### src/rtl/setup_loader.sv
// setup_loader: loads a parallel configuration word into the serial Setup_reg
// LSB-first, waits for the register to settle, then verifies its parallel
// readback against the word that was sent.
module setup_loader #(
    parameter int WIDTH  = 8,
    parameter int SETTLE = 1
) (
    input  logic             clk_in,
    input  logic             rst_in,
    input  logic [WIDTH-1:0] cfg_data_in,
    input  logic             cfg_valid_in,
    output logic             cfg_ready_out,
    output logic             serial_out,
    output logic             shift_en_out,
    input  logic [WIDTH-1:0] readback_in,
    output logic             busy_out,
    output logic             done_out,
    output logic             err_out,
    output logic             cfg_ok_out
);

    localparam int CW = (WIDTH > 1) ? $clog2(WIDTH) : 1;
    localparam int SW = (SETTLE > 1) ? $clog2(SETTLE) : 1;
    localparam logic [CW-1:0] LAST_BIT    = CW'(WIDTH - 1);
    localparam logic [CW-1:0] BIT_ONE     = CW'(1);
    localparam logic [SW-1:0] SETTLE_INIT = SW'(SETTLE - 1);
    localparam logic [SW-1:0] SETTLE_ONE  = SW'(1);

    typedef enum logic [1:0] {
        S_IDLE   = 2'd0,
        S_SHIFT  = 2'd1,
        S_SETTLE = 2'd2
    } state_t;

    state_t           state_q, state_d;
    logic [WIDTH-1:0] word_q, word_d;
    logic [CW-1:0]    bit_cnt_q, bit_cnt_d;
    logic [SW-1:0]    settle_q, settle_d;
    logic             serial_d, shift_en_d, done_d, err_d, cfg_ok_d;

    logic             accept;
    logic             last_shift;
    logic             settle_end;
    logic [CW-1:0]    bit_next;

    assign accept     = (state_q == S_IDLE) && cfg_valid_in;
    assign last_shift = (state_q == S_SHIFT) && (bit_cnt_q == LAST_BIT);
    assign settle_end = (state_q == S_SETTLE) && (settle_q == '0);
    assign bit_next   = bit_cnt_q + BIT_ONE;

    // Ready and busy are pure decodes of the state register.
    assign cfg_ready_out = (state_q == S_IDLE);
    assign busy_out      = (state_q != S_IDLE);

    // State and registered outputs; reset wins over a same-edge request.
    always_ff @(posedge clk_in) begin
        if (rst_in) begin
            state_q      <= S_IDLE;
            word_q       <= '0;
            bit_cnt_q    <= '0;
            settle_q     <= '0;
            serial_out   <= 1'b0;
            shift_en_out <= 1'b0;
            done_out     <= 1'b0;
            err_out      <= 1'b0;
            cfg_ok_out   <= 1'b0;
        end else begin
            state_q      <= state_d;
            word_q       <= word_d;
            bit_cnt_q    <= bit_cnt_d;
            settle_q     <= settle_d;
            serial_out   <= serial_d;
            shift_en_out <= shift_en_d;
            done_out     <= done_d;
            err_out      <= err_d;
            cfg_ok_out   <= cfg_ok_d;
        end
    end

    // Next-state: IDLE -> SHIFT on accept, SHIFT -> SETTLE after the last bit,
    // SETTLE -> IDLE once the settle count expires.
    always_comb begin
        state_d = state_q;
        case (state_q)
            S_IDLE:   if (accept)     state_d = S_SHIFT;
            S_SHIFT:  if (last_shift) state_d = S_SETTLE;
            S_SETTLE: if (settle_end) state_d = S_IDLE;
            default:                  state_d = S_IDLE;
        endcase
    end

    // Next values of the datapath and registered outputs. The first bit goes
    // out at the accept edge, so the enable covers exactly WIDTH cycles.
    always_comb begin
        word_d     = word_q;
        bit_cnt_d  = bit_cnt_q;
        settle_d   = settle_q;
        serial_d   = 1'b0;
        shift_en_d = 1'b0;
        done_d     = 1'b0;
        err_d      = err_out;
        cfg_ok_d   = cfg_ok_out;
        case (state_q)
            S_IDLE: begin
                if (accept) begin
                    word_d     = cfg_data_in;
                    bit_cnt_d  = '0;
                    err_d      = 1'b0;
                    cfg_ok_d   = 1'b0;
                    shift_en_d = 1'b1;
                    serial_d   = cfg_data_in[0];
                end
            end
            S_SHIFT: begin
                if (last_shift) begin
                    settle_d = SETTLE_INIT;
                end else begin
                    bit_cnt_d  = bit_next;
                    shift_en_d = 1'b1;
                    serial_d   = word_q[bit_next];
                end
            end
            S_SETTLE: begin
                if (settle_end) begin
                    done_d   = 1'b1;
                    err_d    = (readback_in != word_q);
                    cfg_ok_d = (readback_in == word_q);
                end else begin
                    settle_d = settle_q - SETTLE_ONE;
                end
            end
            default: ;
        endcase
    end

endmodule

### config.mk
export PLATFORM = sky130hd
export DESIGN_NAME = setup_loader
export DESIGN_NICKNAME = d
export VERILOG_FILES = /design/src/rtl/setup_loader.sv
export SDC_FILE = /design/constraint.sdc
export NUM_CORES = 1
export LEC_CHECK = 0
export ABC_AREA = 1
export CAP_MARGIN = 20
export CORE_MARGIN = 2
export CORE_UTILIZATION = 42
export CTS_CLUSTER_DIAMETER = 50
export DETAILED_ROUTE_END_ITERATION = 10
export GPL_TIMING_DRIVEN = 0
export PLACE_DENSITY = 0.77
export SYNTH_ARGS = -nofsm -noshare
export SYNTH_HDL_FRONTEND = slang
export SYNTH_SLANG_ARGS = --single-unit
### constraint.sdc
create_clock -name clk_in -period 1.6 [get_ports clk_in]
set_clock_uncertainty 0.2 [all_clocks]
set_input_delay 0.32 -clock clk_in [delete_from_list [all_inputs] [get_ports clk_in]]
set_output_delay 0.32 -clock clk_in [all_outputs]
set_load 0.05 [all_outputs]
==> results of run 1 <==
-- synth_stat cells --
| master | number | area share, % |
|---|---|---|
| nand2_8 | 1 | 2.1 |
| a21oi_1 | 10 | 5.3 |
| inv_6 | 1 | 0.93 |
| nor3_1 | 1 | 0.53 |
| nand2_2 | 1 | 0.66 |
| nand3b_1 | 1 | 0.79 |
| o21ai_0 | 7 | 3.7 |
| a21oi_2 | 2 | 1.9 |
| nand2_1 | 29 | 12 |
| nor2_4 | 2 | 2.4 |
| inv_2 | 2 | 0.79 |
| nor2_2 | 1 | 0.66 |
| dfxtp_1 | 19 | 40 |
| clkbuf_1 | 1 | 0.40 |
| nor3_4 | 1 | 1.7 |
| xnor2_1 | 4 | 3.7 |
| a22oi_1 | 1 | 0.79 |
| o21ai_2 | 1 | 0.93 |
| nor2_1 | 10 | 4.0 |
| buf_6 | 1 | 1.2 |
| inv_1 | 17 | 6.7 |
| nand3_2 | 1 | 1.1 |
| ha_1 | 2 | 2.6 |
| o21ai_1 | 2 | 1.1 |
| nand3_1 | 7 | 3.7 |
| and2_1 | 1 | 0.66 |
-- critical path, cell delays in order (launching register included) --
cell     delay (ps)
dfxtp_4         370
ha_4            160
ha_4            160
nor3_4          310
nand3_1         140
a21oi_1         160
-- final cells by class --
class	instances	share of cell area, %
repair buffers	29	21.5
flip-flops and latches	19	28.9
clock buffers	3	1.67
plain buffers	2	1.11
inverters	20	5.94
well taps	28	2.60
clock inverters	1	0.371
multi-input cells	85	37.9
-- flip-flops by register name, indices dropped and copies added, names as in the netlist --
signal	flops
err_out	1
done_out	1
settle_q	1
word_q	8
bit_cnt_q	3
cfg_ok_out	1
serial_out	1
shift_en_out	1
state_q	2
-- final timing paths --
kind                 to  slack, ps         start
max          serial_out         20  bit_cnt_q[0]
min            settle_q        270      settle_q
max reg2reg  serial_out         20  bit_cnt_q[0]
min reg2reg    settle_q        270      settle_q
-- repair_timing --
item | 4_1_cts | 5_1_grt
setup buffers | 3 | 1
pin swaps | 1 | 7
resized for setup | 31 | 18
endpoints found under the setup margin | 12 | 7
-- metrics by stage --
step                      setup TNS (ps)  cells  power, W
final                                  0    187   0.00122
after global routing                -250    187   0.00129
after CTS                          -51.7    186   0.00120
after detailed placement           -1450    179  0.000938
after global placement             -1160    179  0.000928
after floorplan                        0    126  0.000814
-- per-layer routing --
metal | vias to the layer above | global-route usage, % | share of wire [%]
li1 | 464 | - | -
met5 | - | 0 | 0
met2 | 31 | 29.3 | 51
met4 | 0 | 9.21 | 2.5
met3 | 10 | 3.51 | 5.5
met1 | 392 | 19.7 | 41
-- power by group --
group / internal (W) / switching, W / leakage, nW / total (W)
combinational: 0.000184 / 0.000250 / 0.389 / 0.000434
sequential: 0.000516 / 0.0000274 / 0.158 / 0.000543
clock: 0.0000932 / 0.000151 / 0.0177 / 0.000244
-- kinds of logic after synthesis --
| family | Yosys count | synth area share [%] |
|---|---|---|
| buf+inv | 22 | 10.1 |
| simple gates | 56 | 29.8 |
| xor+xnor | 4 | 3.70 |
| fa+ha+maj | 2 | 2.65 |
| compound gates | 23 | 13.6 |
| flops | 19 | 40.2 |
==> out/qor.csv, run 1 <==
stage;metric;value;unit
cells_and_area;regArea;389;um^2
clock_tree;cts_tree;yes;
yosys;ys_seq_area_share;40.2;%
setup_path;cp.arrival;1600;ps
placed_design;placed_area;1230;um^2
global_routing;grt_start_max_net_pins;12;
routing;drt-total-wl;2.11;mm
yosys;synth_nets;147;
floorplan;die-height;51.5;um
cells_and_area;diodes;0;
clock_tree;clk_path_buf_depth;2;
timing;rsz0062_at_grt;true;
setup_path;critPathLaunchType;flop;
setup_path;r2r_cells;5;
floorplan;fp-row-count;17;
yosys;yosysWarningCount;0;
cells_and_area;drive_above_1_share;24.5;%
flow_run;drv_cap;0;
clock_tree;clock_sinks;19;
placed_design;portBuffers;25;
routing;first_iter_violations;28;
placed_design;routabilityCongestion;0.760;
cells_and_area;nets;181;
clock_tree;ctsHoldBuffers;0;
cells_and_area;mostFrequentLayoutCells;nand2_1, clkdlybuf4s50_1, inv_1, dfxtp_1;
timing;finalSetupViolations;0;
cells_and_area;design_area;1350;um^2
placed_design;dpl.hpwl;1.48;mm
floorplan;start_util;43.6;%
clock_tree;cts_buffers;3;
routing;via_count;897;
yosys;syn_avg_cell_area;7.51;um^2
routing;ant_nets;0;
yosys;synth_cells;126;
cells_and_area;nFillCells;199;
setup_path;crit_required;1620;ps
cells_and_area;final_core_util;62.1;%
timing;max_slew_margin;69.2;%
routing;dr.pass1.iters;5;
timing;fmax;0.634;GHz
timing;drv_slew;0;
setup_path;critPathMaxFanout;4;
floorplan;ioPinCount;26;
power;leakagePower;0.565;nW
clock_tree;worstSkewPairLatency;300;ps
cells_and_area;multi_input_area;510;um^2
floorplan;fp.dieW;51.5;um
timing;period_share;98.6;%
routing;vias_per_cell;4.80;
routing;post-route-drc-count;0;
timing;worst_pin_slew;462;ps
clock_tree;path_clk_slew;110;ps
worst_hold_path;whs_path_depth;2;
yosys;synth.distinct_cells;26;
global_routing;antenna_found_initial;0;
yosys;synth_area;946;um^2
global_routing;grt_usage;17.1;%
clock_tree;clockRootBuffer;clkbuf_4;
global_routing;grt_pass1_wl;3.37;mm
cells_and_area;layout_commonest_cell;nand2_1;
power;peakVddDrop;0.526;mV
clock_tree;htree_levels;1;
timing;period_needed;1580;ps
setup_path;endpoint_kind;flop;
timing;final_hold_viol_count;0;
yosys;ys_ff_latch;19;
power;powerDensity;906;nW/um^2
floorplan;core_area;2170;um^2
routing;wl_per_cell;11.3;um
cells_and_area;synthToLayoutAreaGrowth;42.5;%
floorplan;dieArea;2650;um^2
setup_path;crit_type;reg -> reg;
global_routing;overflow;0;
global_routing;grt_pass1_vias;858;
worst_hold_path;hp-class;reg -> reg;
timing;fin_ws;22.4;ps
timing;whs;271;ps
placed_design;preCtsSetupSlack;-315;ps
status;status;complete, no violations;
(Power assumes the default switching activity.)
==> inputs of run 2 (changes only) <==
--- a/config.mk
+++ b/config.mk
@@ -11,7 +11,6 @@
 export CORE_UTILIZATION = 42
 export CTS_CLUSTER_DIAMETER = 50
 export DETAILED_ROUTE_END_ITERATION = 10
-export GPL_TIMING_DRIVEN = 0
 export PLACE_DENSITY = 0.77
 export SYNTH_ARGS = -nofsm -noshare
 export SYNTH_HDL_FRONTEND = slang
==> out/qor.csv, run 2 (synthesis results as in run 1) <==
stage;metric;value;unit;change
power;peakVddDrop;0.663;mV;+26%
placed_design;dpl.hpwl;1.65;mm;+11%
setup_path;timing.rr.end;serial_out;;
clock_tree;path_clk_slew;110;ps;about the same
floorplan;start_util;43.6;%;unchanged
floorplan;core_area;2170;um^2;unchanged
routing;wl_per_cell;11.8;um;+5.0%
setup_path;path_cells;ha_1, ha_2, nor3_4, buf_4, nand3_1, a21oi_1;;
routing;ant_nets;0;;unchanged
timing;period_needed;1600;ps;+17.6 ps
clock_tree;worstSkewPairLatency;310;ps;about the same
setup_path;critPathMaxFanout;4;;unchanged
global_routing;grt_pass1_vias;886;;+3.3%
setup_path;critPathTopFamily;adder cells;;
placed_design;placed_area;1320;um^2;+6.9%
routing;post-route-drc-count;0;;unchanged
routing;first_iter_violations;14;;-50%
setup_path;crit_slowest_cell;dfxtp_2;;
cells_and_area;mostFrequentLayoutCells;nand2_1, clkdlybuf4s50_1, inv_1, dfxtp_1;;
timing;fmax;0.627;GHz;-1.1%
timing;final_hold_viol_count;0;;unchanged
cells_and_area;reg_top3;word_q x8, bit_cnt_q x3, state_q x2;;
floorplan;fp-row-count;17;;unchanged
setup_path;endpoint_kind;flop;;
routing;dr.pass1.iters;4;;-1
floorplan;ioPinCount;26;;unchanged
worst_hold_path;hp-class;reg -> reg;;
timing;drv_slew;0;;unchanged
setup_path;r2r_cells;6;;+1
placed_design;portBuffers;25;;unchanged
cells_and_area;top_register;word_q;;
placed_design;preCtsSetupSlack;-80.0;ps;+235 ps
power;leakagePower;0.607;nW;+7.5%
clock_tree;cts_tree;yes;;
routing;via_count;914;;+1.9%
cells_and_area;diodes;0;;unchanged
worst_hold_path;whs_path_depth;2;;unchanged
floorplan;die-height;51.5;um;unchanged
cells_and_area;nets;185;;+2.2%
setup_path;crit_required;1650;ps;+30 ps
routing;vias_per_cell;4.79;;-0.24%
floorplan;fp.dieW;51.5;um;unchanged
clock_tree;clockRootBuffer;clkbuf_4;;
global_routing;antenna_found_initial;0;;unchanged
global_routing;grt_start_max_net_pins;17;;+5
timing;max_slew_margin;85.0;%;+16 points
placed_design;routabilityCongestion;0.811;;+6.8%
worst_hold_path;hold_start;settle_q;;
setup_path;critPathLaunchType;flop;;
cells_and_area;largest_register_ff_count;8;;unchanged
setup_path;timing.critical_path.buf_inv;1;;+1
cells_and_area;design_area;1400;um^2;+4.0%
cells_and_area;drive_above_1_share;23.9;%;-0.60 points
setup_path;cp.arrival;1650;ps;+50 ps
global_routing;grt_usage;19.0;%;+1.9 points
worst_hold_path;whs_endpoint;settle_q;;
clock_tree;ctsHoldBuffers;0;;unchanged
timing;period_share;99.7;%;+1.1 points
clock_tree;cts_buffers;3;;unchanged
timing;finalSetupViolations;0;;unchanged
clock_tree;clk_path_buf_depth;2;;unchanged
floorplan;dieArea;2650;um^2;unchanged
flow_run;drv_cap;0;;unchanged
setup_path;reg2reg_slack;5;ps;-20 ps
cells_and_area;synthToLayoutAreaGrowth;48.1;%;
global_routing;overflow;0;;unchanged
global_routing;grt_pass1_wl;3.64;mm;+8.2%
status;status;complete, no violations;;
power;powerDensity;913;nW/um^2;+0.79%
clock_tree;htree_levels;1;;unchanged
timing;worst_pin_slew;225;ps;-237 ps
timing;fin_ws;4.79;ps;-17.6 ps
setup_path;crit_path_max_incr_delay;340;ps;-30 ps
routing;drt-total-wl;2.26;mm;+7.2%
cells_and_area;layout_commonest_cell;nand2_1;;
clock_tree;clock_sinks;19;;unchanged
setup_path;regToRegStartpoint;bit_cnt_q[0];;
setup_path;crit_type;reg -> reg;;
[run 2: cell types whose count changed in the layout (fill, tap and decap cells not counted), moves of 2 or more]
cell / before / now
clkdlybuf4s15_2: 4 / 0
buf_12: 0 / 7
buf_4: 2 / 10
buf_6: 5 / 0
ha_4: 2 / 0
o21ai_2: 3 / 1
[run 2: stage by stage]
step / util (%) / setup TNS [ps] / cells / power [W] / hold WS [ps]
after floorplan: - / 0 / 126 / 0.000814 / 244
after global placement: 60.7 / -112 / 181 / 0.000983 / 251
after detailed placement: 60.7 / -289 / 181 / 0.000997 / 272
after CTS: 62.3 / -15.4 / 186 / 0.00126 / 288
after global routing: 64.6 / -209 / 191 / 0.00135 / 308
final: 64.6 / 0 / 191 / 0.00128 / 284
[run 2: where the power goes]
| group | switching, W | leakage (nW) | internal, W |
|---|---|---|---|
| registers | 0.0000306 | 0.157 | 0.000516 |
| logic | 0.000248 | 0.435 | 0.000229 |
| clock network | 0.000158 | 0.0150 | 0.0000976 |
[run 2: final cells by class]
cell class	count	area, um^2
clock buffer	4	26.3
fill	205	768
inverter	20	80.1
multi-input combinational	85	478
sequential	19	387
tap	28	35.0
timing repair buffer	35	395
[run 2: metal layers]
layer | GRT usage (%) | vias to the layer above | part of all wire, % | routed length [um]
li1 | - | 470 | - | -
met5 | 0 | - | 0 | 0
met1 | 20.1 | 419 | 41 | 925
met2 | 33.1 | 18 | 51 | 1160
met4 | 11.0 | 0 | 3.4 | 76
met3 | 5.56 | 7 | 4.2 | 94
[run 2: how the worst max path moves through the flow]
stage                        start            to  cells after the start
floorplan             bit_cnt_q[0]  bit_cnt_q[2]                      6
global placement    readback_in[2]       err_out                      6
detailed placement  readback_in[2]       err_out                      6
CTS                     state_q[1]      busy_out                      3
global route          bit_cnt_q[0]  bit_cnt_q[2]                      7
finish                bit_cnt_q[0]    serial_out                      6
[run 2: repair_timing]
item / CTS / global route
resized for setup: 1 / 6
gates cloned: 0 / 0
endpoints found under the hold margin: 0 / 0
buffers inserted: 1 / 5
setup endpoints to repair: 5 / 7
pin swaps: 2 / 2
[run 2: worst register-to-register path: stages, from the launching register on]
cell and delay, ps:
dfxtp_2 340, ha_1 210, ha_2 200, nor3_4 210
buf_4 170, nand3_1 100, a21oi_1 120
